$ cat src/rtl/fma_pkg.sv
// Shared format constants and width helpers for the FMA add pipeline.
// The default payload struct matches the half-precision format; the top redeclares it at its own widths.
package fma_pkg;

  localparam int NF_HALF   = 10;
  localparam int NE_HALF   = 5;
  localparam int NF_BF16   = 7;
  localparam int NE_BF16   = 8;
  localparam int NF_SINGLE = 23;
  localparam int NE_SINGLE = 8;

  function automatic int pw_of(input int nf);
    return 2 * nf + 2;
  endfunction

  function automatic int sw_of(input int nf);
    return 3 * nf + 4;
  endfunction

  function automatic int ew_of(input int ne);
    return ne + 2;
  endfunction

  function automatic int lw_of(input int nf);
    return $clog2(sw_of(nf) + 1);
  endfunction

  localparam int PW_HALF = pw_of(NF_HALF);
  localparam int SW_HALF = sw_of(NF_HALF);
  localparam int EW_HALF = ew_of(NE_HALF);
  localparam int LW_HALF = lw_of(NF_HALF);

  typedef struct packed {
    logic [SW_HALF-1:0] am_inv;
    logic [PW_HALF-1:0] pm_killed;
    logic               cin;
    logic               ps;
    logic [NE_HALF-1:0] ze;
    logic [EW_HALF-1:0] pe;
    logic               kill_prod;
  } s1_half_t;

endpackage

$ cat src/rtl/fma_lzc.sv
// Leading-zero counter over a W-bit word; an all-zero word reports W.
module fma_lzc #(
  parameter int W  = 34,
  parameter int LW = $clog2(W + 1)
) (
  input  logic [W-1:0]  d,
  output logic [LW-1:0] cnt
);

  // NOTE: combinational loops use blocking assignments so the last
  // iteration (the highest set bit) wins; the default first avoids a latch.
  always_comb begin
    cnt = LW'(W);
    for (int i = 0; i < W; i++) begin
      if (d[i]) cnt = LW'(W - 1 - i);
    end
  end

endmodule

$ cat src/rtl/fma_add_pipe.sv
// Two-stage FMA add: invert/kill in S1, add and take magnitude in S2, valid/ready on both sides.
// Define FMA_ADD_LZC_EN to add a registered leading-zero count of the sum magnitude.
module fma_add_pipe
  import fma_pkg::*;
#(
  parameter  int NF = NF_HALF,
  parameter  int NE = NE_HALF,
  localparam int PW = pw_of(NF),
  localparam int SW = sw_of(NF),
  localparam int EW = ew_of(NE),
  localparam int LW = lw_of(NF)
) (
  input  logic          clk,
  input  logic          reset,
  input  logic          in_valid,
  output logic          in_ready,
  input  logic [SW-1:0] Am,
  input  logic [PW-1:0] Pm,
  input  logic [NE-1:0] Ze,
  input  logic [EW-1:0] Pe,
  input  logic          Ps,
  input  logic          KillProd,
  input  logic          ASticky,
  input  logic          InvA,
  output logic          out_valid,
  input  logic          out_ready,
  output logic [SW-1:0] Sm,
  output logic [EW-1:0] Se,
  output logic          Ss
`ifdef FMA_ADD_LZC_EN
  ,
  output logic [LW-1:0] Lzc
`endif
);

  typedef struct packed {
    logic [SW-1:0] am_inv;
    logic [PW-1:0] pm_killed;
    logic          cin;
    logic          ps;
    logic [NE-1:0] ze;
    logic [EW-1:0] pe;
    logic          kill_prod;
  } s1_t;

  localparam logic [SW-1:0] ONE = SW'(1);

  logic en1, en2;
  logic v1, v2;
  s1_t  s1_d, s1_q;

  assign en2       = ~v2 | out_ready;
  assign en1       = ~v1 | en2;
  assign in_ready  = en1;
  assign out_valid = v2;

  // ---------------- S1: operand conditioning ----------------
  assign s1_d = '{
    am_inv:    InvA ? ~Am : Am,
    pm_killed: KillProd ? '0 : Pm,
    cin:       (~ASticky | KillProd) & InvA,
    ps:        Ps,
    ze:        Ze,
    pe:        Pe,
    kill_prod: KillProd
  };

  // NOTE: sequential state uses non-blocking assignments so every register
  // samples pre-edge values regardless of block ordering.
  always_ff @(posedge clk) begin
    if (reset)    v1 <= 1'b0;
    else if (en1) v1 <= in_valid;
  end

  // NOTE: the S1 payload is deliberately not reset; v1 qualifies it and
  // leaving it unreset keeps reset fan-out off the wide datapath.
  always_ff @(posedge clk) begin
    if (in_valid & en1) s1_q <= s1_d;
  end

  // ---------------- S2: add, magnitude, sign/exponent select ----------------
  logic [SW-1:0] pre_sum;
  logic          neg_sum;
  logic [SW-1:0] sm_d;
  logic [EW-1:0] se_d;
  logic          ss_d;

  assign pre_sum = {{(SW-PW-2){1'b0}}, s1_q.pm_killed, 2'b00}
                 + s1_q.am_inv
                 + {{(SW-1){1'b0}}, s1_q.cin};
  assign neg_sum = pre_sum[SW-1];
  assign sm_d    = neg_sum ? (~pre_sum + ONE) : pre_sum;
  assign ss_d    = s1_q.ps ^ neg_sum;
  assign se_d    = s1_q.kill_prod ? {{(EW-NE){1'b0}}, s1_q.ze} : s1_q.pe;

`ifdef FMA_ADD_LZC_EN
  logic [LW-1:0] lzc_d;

  fma_lzc #(.W(SW), .LW(LW)) u_lzc (
    .d   (sm_d),
    .cnt (lzc_d)
  );

  always_ff @(posedge clk) begin
    if (reset)              Lzc <= '0;
    else if (v1 & en2)      Lzc <= lzc_d;
  end
`endif

  // Outputs come straight from these registers, so a stall holds them stable.
  always_ff @(posedge clk) begin
    if (reset) begin
      v2 <= 1'b0;
      Sm <= '0;
      Se <= '0;
      Ss <= 1'b0;
    end else begin
      if (en2) v2 <= v1;
      if (v1 & en2) begin
        Sm <= sm_d;
        Se <= se_d;
        Ss <= ss_d;
      end
    end
  end

endmodule

$ cat config.mk
export PLATFORM = sky130hd
export DESIGN_NAME = fma_add_pipe
export DESIGN_NICKNAME = d
export VERILOG_FILES = /design/src/rtl/fma_pkg.sv /design/src/rtl/fma_lzc.sv /design/src/rtl/fma_add_pipe.sv
export SDC_FILE = /design/constraint.sdc
export NUM_CORES = 1
export LEC_CHECK = 0
export CORE_ASPECT_RATIO = 0.6
export CORE_MARGIN = 4
export CORE_UTILIZATION = 40
export CTS_CLUSTER_SIZE = 16
export DETAILED_ROUTE_END_ITERATION = 10
export DONT_BUFFER_PORTS = 1
export RECOVER_POWER = 25
export REMOVE_ABC_BUFFERS = 1
export SLEW_MARGIN = 20
export SYNTH_ARGS = -nofsm -noshare
export SYNTH_HDL_FRONTEND = slang
export SYNTH_SLANG_ARGS = --single-unit
$ cat constraint.sdc
create_clock -name clk -period 3.5 [get_ports clk]
set_input_delay 0.7 -clock clk [delete_from_list [all_inputs] [get_ports clk]]
set_output_delay 0.7 -clock clk [all_outputs]
set_load 0.01 [all_outputs]
# Yosys cells after proc, flatten, opt, wreduce, memory -nomap -nowiden
# Cells that the tools add are included.
# totals
rom_bits,0
latch_bits,0
in_bits,76
ramBits,0
regBits,115
memories,0
# op_classes
n_mul,0
n_lt_le_gt_ge,0
shifts,0
eq_ne,0
n_addsub,3
bitwise,12
reduce_logical,0
n_mux,3
div,0
# op_table
cell,count
34-bit two-way mux,2
34-bit NOT,2
24-bit by 34-bit adder with 34-bit output,1
34-bit by 1-bit adder with 34-bit output,1
34-bit by 1-bit adder with 34-bit output (second input constant),1
7-bit two-way mux,1
1-bit bitwise AND,3
1-bit NOT,3
1-bit OR,3
1-bit bitwise XOR,1

# Logic depth before layout (Yosys ltp)
# Gate-level depths: netlist of the first run.
# logic_depth
word_depth,5
depth_mapped,14
ltp_nobuf,12

# Worst setup path after synthesis of the first run
# Ideal clock, no wire load.
# synth_path
kind,register -> register
from,reg s1_q[14] (netlist name)
to,reg Sm[28]
n_path_buf,2
synth_period_minus_slack_ns,3.536
required_ns,3.426
path_slack_ns,-0.036
path_stages_with_launch,15
t_arrival_ns,3.461
path_cell_list,edfxtp_1 > ha_1 > ha_1 > a21o_1 > a221o_1 > buf_6 > a21bo_1 > o21ai_2 > a31oi_2 > a311oi_4 > nand3b_4 > or4_1 > buf_2 > or3_1 > a31oi_1
# synth_via
elab_chain_len,4
# synth_rtl
item,line,source
start: declaration,fma_add_pipe.sv:50,"s1_t s1_d, s1_q;"
start signal: assignment,fma_add_pipe.sv:78,if (in_valid & en1) s1_q <= s1_d;
34-bit by 1-bit adder with 34-bit output (*),fma_add_pipe.sv:90,"+ {{(SW-1){1'b0}}, s1_q.cin};"
34-bit NOT,fma_add_pipe.sv:92,assign sm_d = neg_sum ? (~pre_sum + ONE) : pre_sum;
34-bit by 1-bit adder with 34-bit output,fma_add_pipe.sv:92,
34-bit two-way mux (*),fma_add_pipe.sv:92,
end signal: assignment,fma_add_pipe.sv:120,Sm <= sm_d;
end: declaration,fma_add_pipe.sv:27,"output logic [SW-1:0] Sm,"
# Mark *: on every way between the ends. The rest lies on a longest branch, timed or not.
# A chain may end at the register's enable or synchronous reset.

# Worst setup path in the final report of the first run
# layout_path
from,reg s1_q[37] (netlist name)
to,reg Sm[28]
# layout_via
elab_chain_len,5
# layout_rtl
item,line,source
24-bit by 34-bit adder with 34-bit output (*),fma_add_pipe.sv:89,+ s1_q.am_inv
34-bit by 1-bit adder with 34-bit output (*),fma_add_pipe.sv:90,
34-bit NOT,fma_add_pipe.sv:92,
34-bit by 1-bit adder with 34-bit output,fma_add_pipe.sv:92,
34-bit two-way mux (*),fma_add_pipe.sv:92,
# Marks and branches as above.

==> results of run 1 <==
-- metrics by stage --
stage / utilization [%] / std cells
after global routing: 53.9 / 1069
after global placement: 47.7 / 1024
after CTS: 52.9 / 1070
after floorplan: - / 681
final: 53.9 / 1069
after detailed placement: 47.7 / 1024
-- cell families (layout without fill, tap and decap cells) --
kind of cell               after synthesis  in the layout  synth area share (%)
buffers and inverters                   50            173                  2.92
DFF                                    115            115                  43.9
and+or+nand+nor                        258            258                  19.1
adders and majority gates               25             25                  4.56
xor gates and xnor gates                75             75                  9.57
AOI/OAI and AO/OA                      186            186                  18.6
muxes                                    9              9                  1.31
-- area by class of cell --
type	instances	area (um2)
multi-input cells	553	3940
clock inverters	9	83.8
clock buffers	23	543
fillers	1475	7620
well taps	228	285
flip-flops and latches	115	3010
repair buffers	128	1000
inverters	13	48.8
-- power groups by stage --
stage	logic [mW]	registers [mW]	clock network (mW)
floorplan	0.651	1.64	0
CTS	1.16	1.63	1.84
detailed placement	1.11	1.66	0
global placement	1.09	1.66	0
global route	1.33	1.65	1.90
finish	1.22	1.63	1.81
-- sequential cells by signal, summed over array words and instances (netlist names) --
signal     count
Se             7
Sm            34
Ss             1
out_valid      1
s1_q          71
v1             1
-- worst max-delay path by stage --
stage	start	end	slack, ps	cells after the start
global route	s1_q[17]	Sm[28]	-230	11
CTS	s1_q[37]	Sm[28]	-150	13
floorplan	out_ready	Sm[24]	-400	5
finish	s1_q[37]	Sm[28]	-130	13
detailed placement	s1_q[17]	Sm[28]	-240	12
global placement	s1_q[14]	Sm[28]	-100	13
-- worst reg2reg max path: stages, from the launching register on --
cell and delay, ps:
edfxtp_1 380, ha_2 220, ha_4 160, a21o_1 180, a221o_2 400, buf_6 140
nor3_4 170, a31oi_2 70, a211oi_2 290, nand2_2 110, or3_4 360, or4_4 590
or3_1 330, a31oi_1 170
-- metal layers --
layer  up-vias  part of all wire, %  GRT usage (%)
met4         0                  1.0           5.57
met2       173                   40           28.2
met3        21                  6.9           6.39
met5         -                    0              0
met1      2732                   52           31.8
li1       2868                    -              -
-- timing repair --
| item | in CTS | in global routing |
|---|---|---|
| resized for setup | 22 | 32 |
| pin swaps | 19 | 24 |
| setup endpoints to repair | 10 | 21 |
| setup buffers | 14 | 2 |
| cloned | 0 | 0 |
-- cell usage in the layout, fill, tap and decap left out, types with 6 or more instances in the layout --
master	count
a211oi_1	31
o211ai_1	7
nor3_1	12
dfxtp_1	44
a21oi_1	42
clkbuf_16	21
nand2_1	63
o21ai_0	19
inv_1	13
o21a_1	6
buf_6	7
buf_4	120
a31oi_1	8
or3_1	7
o21ai_1	10
edfxtp_1	71
nand3b_1	6
nor2_1	69
and2_1	6
nand3_1	17
a21o_1	12
and3_1	6
ha_1	18
xor2_1	52
mux2i_1	9
nand4_1	7
xnor2_1	20
nor2b_1	24
==> results.sh, run 1 <==
export IMPL_ys_flop_type="edfxtp_1"
export IMPL_drtIter0Drc=391
export IMPL_drc=0
export IMPL_clkTransAtPathRegs_ps=50
export IMPL_ys_types=77
export IMPL_finalSetupViolations=8
export IMPL_grt_max_degree=50
export IMPL_ir_drop_uv=463
export IMPL_nets=929
export IMPL_r2r_start="s1_q[37]"
export IMPL_fp_dieW_um=177
export IMPL_place_gp_congestion=0.854
export IMPL_core_area_mm2=0.0165
export IMPL_seqPwrFrac_pct=35.0
export IMPL_ctsLongestPathBuffers=2
export IMPL_cp_end_kind="flop"
export IMPL_hpwlAfterDp_mm=14.9
export IMPL_ys_seq_elements=115
export IMPL_violations="negative setup slack"
export IMPL_worst_slew_pin_slew_ps=891
export IMPL_rsz0062_at_grt="yes"
export IMPL_grt_pass1_wl_mm=31.0
export IMPL_syn_area_per_cell_um2=9.56
export IMPL_antenna_found_initial=0
export IMPL_hold_path_startpoint="reset"
export IMPL_cp_max_fo=5
export IMPL_ys_warn_count=0
export IMPL_first_pass_iters=7
export IMPL_hold_path_endpoint="Se[6]"
export IMPL_clock_sinks=115
export IMPL_tritoncts="done"
export IMPL_yosysMostFrequentCell="edfxtp_1"
export IMPL_yosys_top_cells_area="edfxtp_1 31%, dfxtp_1 13%, xor2_1 6.6%"
export IMPL_cts_buffers_inserted=17
export IMPL_finalMaxSlewViolations=0
export IMPL_clock_fmax_mhz=275
export IMPL_switchingPower_mw=1.39
export IMPL_power_mw=4.67
export IMPL_power_leakage_nw=3.48
export IMPL_area_growth_pct=29.8
export IMPL_cts_hold_buffers=0
export IMPL_synth_area_mm2=0.00686
export IMPL_min_period_over_period_pct=104
export IMPL_vias=5794
export IMPL_synth_largest_area_cell="edfxtp_1"
export IMPL_placed_cell_area_mm2=0.00789
export IMPL_first_global_vias=5710
export IMPL_finalClockSkew_ps=12.4
export IMPL_synth_commonest_cells="71 x edfxtp_1, 69 x nor2_1, 64 x nand2_1"
export IMPL_path_buf_inv=1
export IMPL_min_period_ps=3630
export IMPL_relSlewSlack_pct=40.6
export IMPL_cap_viol_max_count=0
export IMPL_worstSkewPairLatency_ps=430
export IMPL_hold_path_class="in2reg"
export IMPL_drive_gt1_share_pct=25.4
export IMPL_power_density_mw_per_mm2=524
export IMPL_ant_nets=0
export IMPL_setup_slack_ps=-134
export IMPL_antenna_cells=0
export IMPL_crit_type="reg2reg"
export IMPL_wl_mm=19.9
export IMPL_r2r_end="Sm[28]"
export IMPL_overflow=0
export IMPL_p_comb_share_pct=26.2
export IMPL_die_y_um=109
export IMPL_whs_path_depth=1
export IMPL_start_util_pct=41.5
export IMPL_h_tree_depth=4
export IMPL_netlist_area_leader_share_pct=31.1
export IMPL_reg2reg_depth=13
export IMPL_root_buffer="clkbuf_16"
export IMPL_port_buffers=0
export IMPL_crit_chain="ha_2 > ha_4 > a21o_1 > a221o_2 > buf_6 > nor3_4 > a31oi_2 > a211oi_2 > nand2_2 > or3_4 > or4_4 > or3_1 > a31oi_1"
export IMPL_slowest_delay_ps=590
export IMPL_hold_violations=0
export IMPL_status="finished, violations left"
export IMPL_design_area_mm2=0.00891
export IMPL_start_kind="flop"
export IMPL_ys_seq_area_share_pct=43.9
export IMPL_finalSetupTns_ps=-588
export IMPL_async_flop_share_pct=0
export IMPL_slowest_stage="or4_4"
export IMPL_gr_usage_all_layers_pct=20.9
export IMPL_clkPwrFrac_pct=38.8
export IMPL_r2r_slack_ps=-130
export IMPL_postSynthCellCount=718
export IMPL_die_area_mm2=0.0194
export IMPL_critPathTopFamily="simple AND/OR/NAND/NOR gates"
export IMPL_io_pins=120
export IMPL_holdWs_ps=343
export IMPL_place_ws_ps=-238
export IMPL_viasPerCell=5.42
export IMPL_swShare_pct=29.7
export IMPL_intPower_mw=3.28
export IMPL_wl_per_cell_um=18.6
export IMPL_worst_ep_required_time_ps=3850
export IMPL_std_cell_rows=36
export IMPL_synth_edf_count=71
export IMPL_worstPathArrival_ps=3990
Power figures use the tool's default switching activity.
==> inputs of run 2 (changes only) <==
--- a/config.mk
+++ b/config.mk
@@ -7,10 +7,11 @@
 export LEC_CHECK = 0
 export CORE_ASPECT_RATIO = 0.6
 export CORE_MARGIN = 4
-export CORE_UTILIZATION = 40
+export CORE_UTILIZATION = 27
 export CTS_CLUSTER_SIZE = 16
 export DETAILED_ROUTE_END_ITERATION = 10
 export DONT_BUFFER_PORTS = 1
+export MAX_ROUTING_LAYER = met4
 export RECOVER_POWER = 25
 export REMOVE_ABC_BUFFERS = 1
 export SLEW_MARGIN = 20
==> run 2 against run 1 <==
Compared with the run above: the run still ends with negative setup slack left; die area grew 45%; clock power about the same; highest routed layer unchanged; final cell count rose by 7.7%; count of clock-buffer cells in the layout decreased by 3; setup slack better by 97 ps; global-route usage shrank 5.9 points; via count shrank 1.4%; non-clock buffer count fell by 12; largest cell class unchanged; flip-flop and latch count is the same; critical path depth shrank 1; cell area rose by 2.0%.
==> results.sh, run 2 (synthesis gave the netlist of run 1 again) <==
export IMPL_clkTransAtPathRegs_ps=60
export IMPL_grt_pass1_wl_mm=31.9
export IMPL_antenna_cells=0
export IMPL_cap_viol_max_count=0
export IMPL_worstPathArrival_ps=3890
export IMPL_slowest_delay_ps=590
export IMPL_final_cell_mix="104 x buf_4, 71 x edfxtp_1, 67 x nor2_1, 63 x nand2_1, 51 x xor2_1"
export IMPL_start_kind="flop"
export IMPL_min_period_over_period_pct=101
export IMPL_drc=0
export IMPL_cts_buffers_inserted=17
export IMPL_dp_cells=1100
export IMPL_finalSetupTns_ps=-37.5
export IMPL_path_buf_inv=0
export IMPL_h_tree_depth=4
export IMPL_hold_violations=0
export IMPL_gr_usage_all_layers_pct=15.0
export IMPL_ctsLongestPathBuffers=2
export IMPL_min_period_ps=3540
export IMPL_top_register="s1_q"
export IMPL_slowest_stage="or4_4"
export IMPL_layout_commonest_cell="buf_4"
export IMPL_design_area_mm2=0.00909
export IMPL_worst_slew_pin_slew_ps=992
export IMPL_ir_drop_uv=375
export IMPL_status="finished, violations left"
export IMPL_placed_cell_area_mm2=0.00789
export IMPL_critPathTopFamily="compound AO/OA/AOI/OAI gates"
export IMPL_cp_max_fo=5
export IMPL_std_cell_rows=44
export IMPL_tritoncts="done"
export IMPL_worstSkewPairLatency_ps=430
export IMPL_violations="negative setup slack"
export IMPL_area_growth_pct=32.4
export IMPL_reg_largest_list="s1_q x71, Sm x34, Se x7"
export IMPL_cp_end_kind="flop"
export IMPL_ant_nets=0
export IMPL_grt_max_degree=72
export IMPL_power_density_mw_per_mm2=522
export IMPL_first_global_vias=5532
export IMPL_nFillCells=2419
export IMPL_instances_no_fill=1151
export IMPL_crit_top_cell="ha_4"
export IMPL_nets=917
export IMPL_finalClockSkew_ps=13.8
export IMPL_first_pass_iters=5
export IMPL_power_leakage_nw=3.46
export IMPL_power_mw=4.74
export IMPL_start_util_pct=27.9
export IMPL_hold_path_class="in2reg"
export IMPL_vias=5712
export IMPL_antenna_found_initial=0
export IMPL_place_ws_ps=-174
export IMPL_core_area_mm2=0.0246
export IMPL_finalSetupViolations=1
export IMPL_viasPerCell=4.96
export IMPL_reg2reg_depth=12
export IMPL_rsz0062_at_grt="yes"
export IMPL_root_buffer="clkbuf_16"
export IMPL_relSlewSlack_pct=33.9
export IMPL_io_pins=120
export IMPL_wl_per_cell_um=18.1
export IMPL_clock_fmax_mhz=283
export IMPL_cp_depth=12
export IMPL_drive_gt1_share_pct=25.9
export IMPL_finalMaxSlewViolations=0
export IMPL_largest_register_ffs=71
export IMPL_overflow=0
export IMPL_setup_slack_ps=-37.5
export IMPL_worst_ep_required_time_ps=3850
export IMPL_port_buffers=0
export IMPL_hpwlAfterDp_mm=15.6
export IMPL_whs_path_depth=1
export IMPL_fp_dieW_um=214
export IMPL_clock_sinks=115
export IMPL_die_area_mm2=0.0281
export IMPL_place_gp_congestion=0.894
export IMPL_crit_type="reg2reg"
export IMPL_wl_mm=20.8
export IMPL_die_y_um=131
export IMPL_drtIter0Drc=499
export IMPL_crit_chain="ha_4 > ha_4 > a21o_1 > a221o_2 > a21bo_1 > o21ai_2 > nand3_1 > o311a_1 > nand3b_4 > or4_4 > or3_1 > a31oi_1"
export IMPL_cts_hold_buffers=0
-- run 2: changes by cell type in the layout (fill, tap and decap cells not counted), moves of 3 or more --
cell     delta
inv_6       +3
buf_4      -16
a21oi_1     -3
buf_6       +3
-- run 2: layer usage --
| metal | track usage, % | routed length (um) | up-vias |
|---|---|---|---|
| met1 | 23.5 | 11300 | 2677 |
| met3 | 4.05 | 1530 | 14 |
| met4 | 3.23 | 121 | 0 |
| li1 | - | - | 2846 |
| met2 | 18.5 | 7870 | 175 |
| met5 | - | 0 | - |
-- run 2: per-stage QoR --
stage | utilization (%) | hold WS, ps
global placement | 32.0 | 480
finish | 36.9 | 338
CTS | 35.6 | 314
detailed placement | 32.0 | 487
global route | 36.9 | 308
floorplan | - | 470
-- run 2: worst paths after layout --
path | slack [ps] | endpoint | startpoint
hold / removal | 340 | Sm[10] | reset
setup / recovery | -40 | Sm[28] | s1_q[14]
setup reg to reg | -40 | Sm[28] | s1_q[14]
hold reg to reg | 490 | Se[5] | Se[5]
-- run 2: timing repair --
item,CTS,global route
buffers inserted,19,3
setup endpoints to repair,7,26
pin swaps,19,32
gates resized for setup,20,54
gates cloned,0,0
-- run 2: worst reg2reg max path, stage by stage, from the launching register on --
cell and delay, ps:
edfxtp_1 410, ha_4 200, ha_4 160, a21o_1 170, a221o_2 430, a21bo_1 220
o21ai_2 180, nand3_1 100, o311a_1 320, nand3b_4 180, or4_4 590, or3_1 340
a31oi_1 160
-- run 2: cell type report --
class                   count  area, um2  area share, %
inverters                  13       48.8          0.537
multi-input cells         553       4060           44.7
flip-flops and latches    115       3010           33.1
clock buffers              20        489           5.38
clock inverters            12        138           1.51
well taps                 322        403           4.43
repair buffers            116        933           10.3
-- run 2: power breakdown --
group | switching (mW) | internal (mW)
logic | 0.688 | 0.581
registers | 0.0861 | 1.56
clock network | 0.671 | 1.16
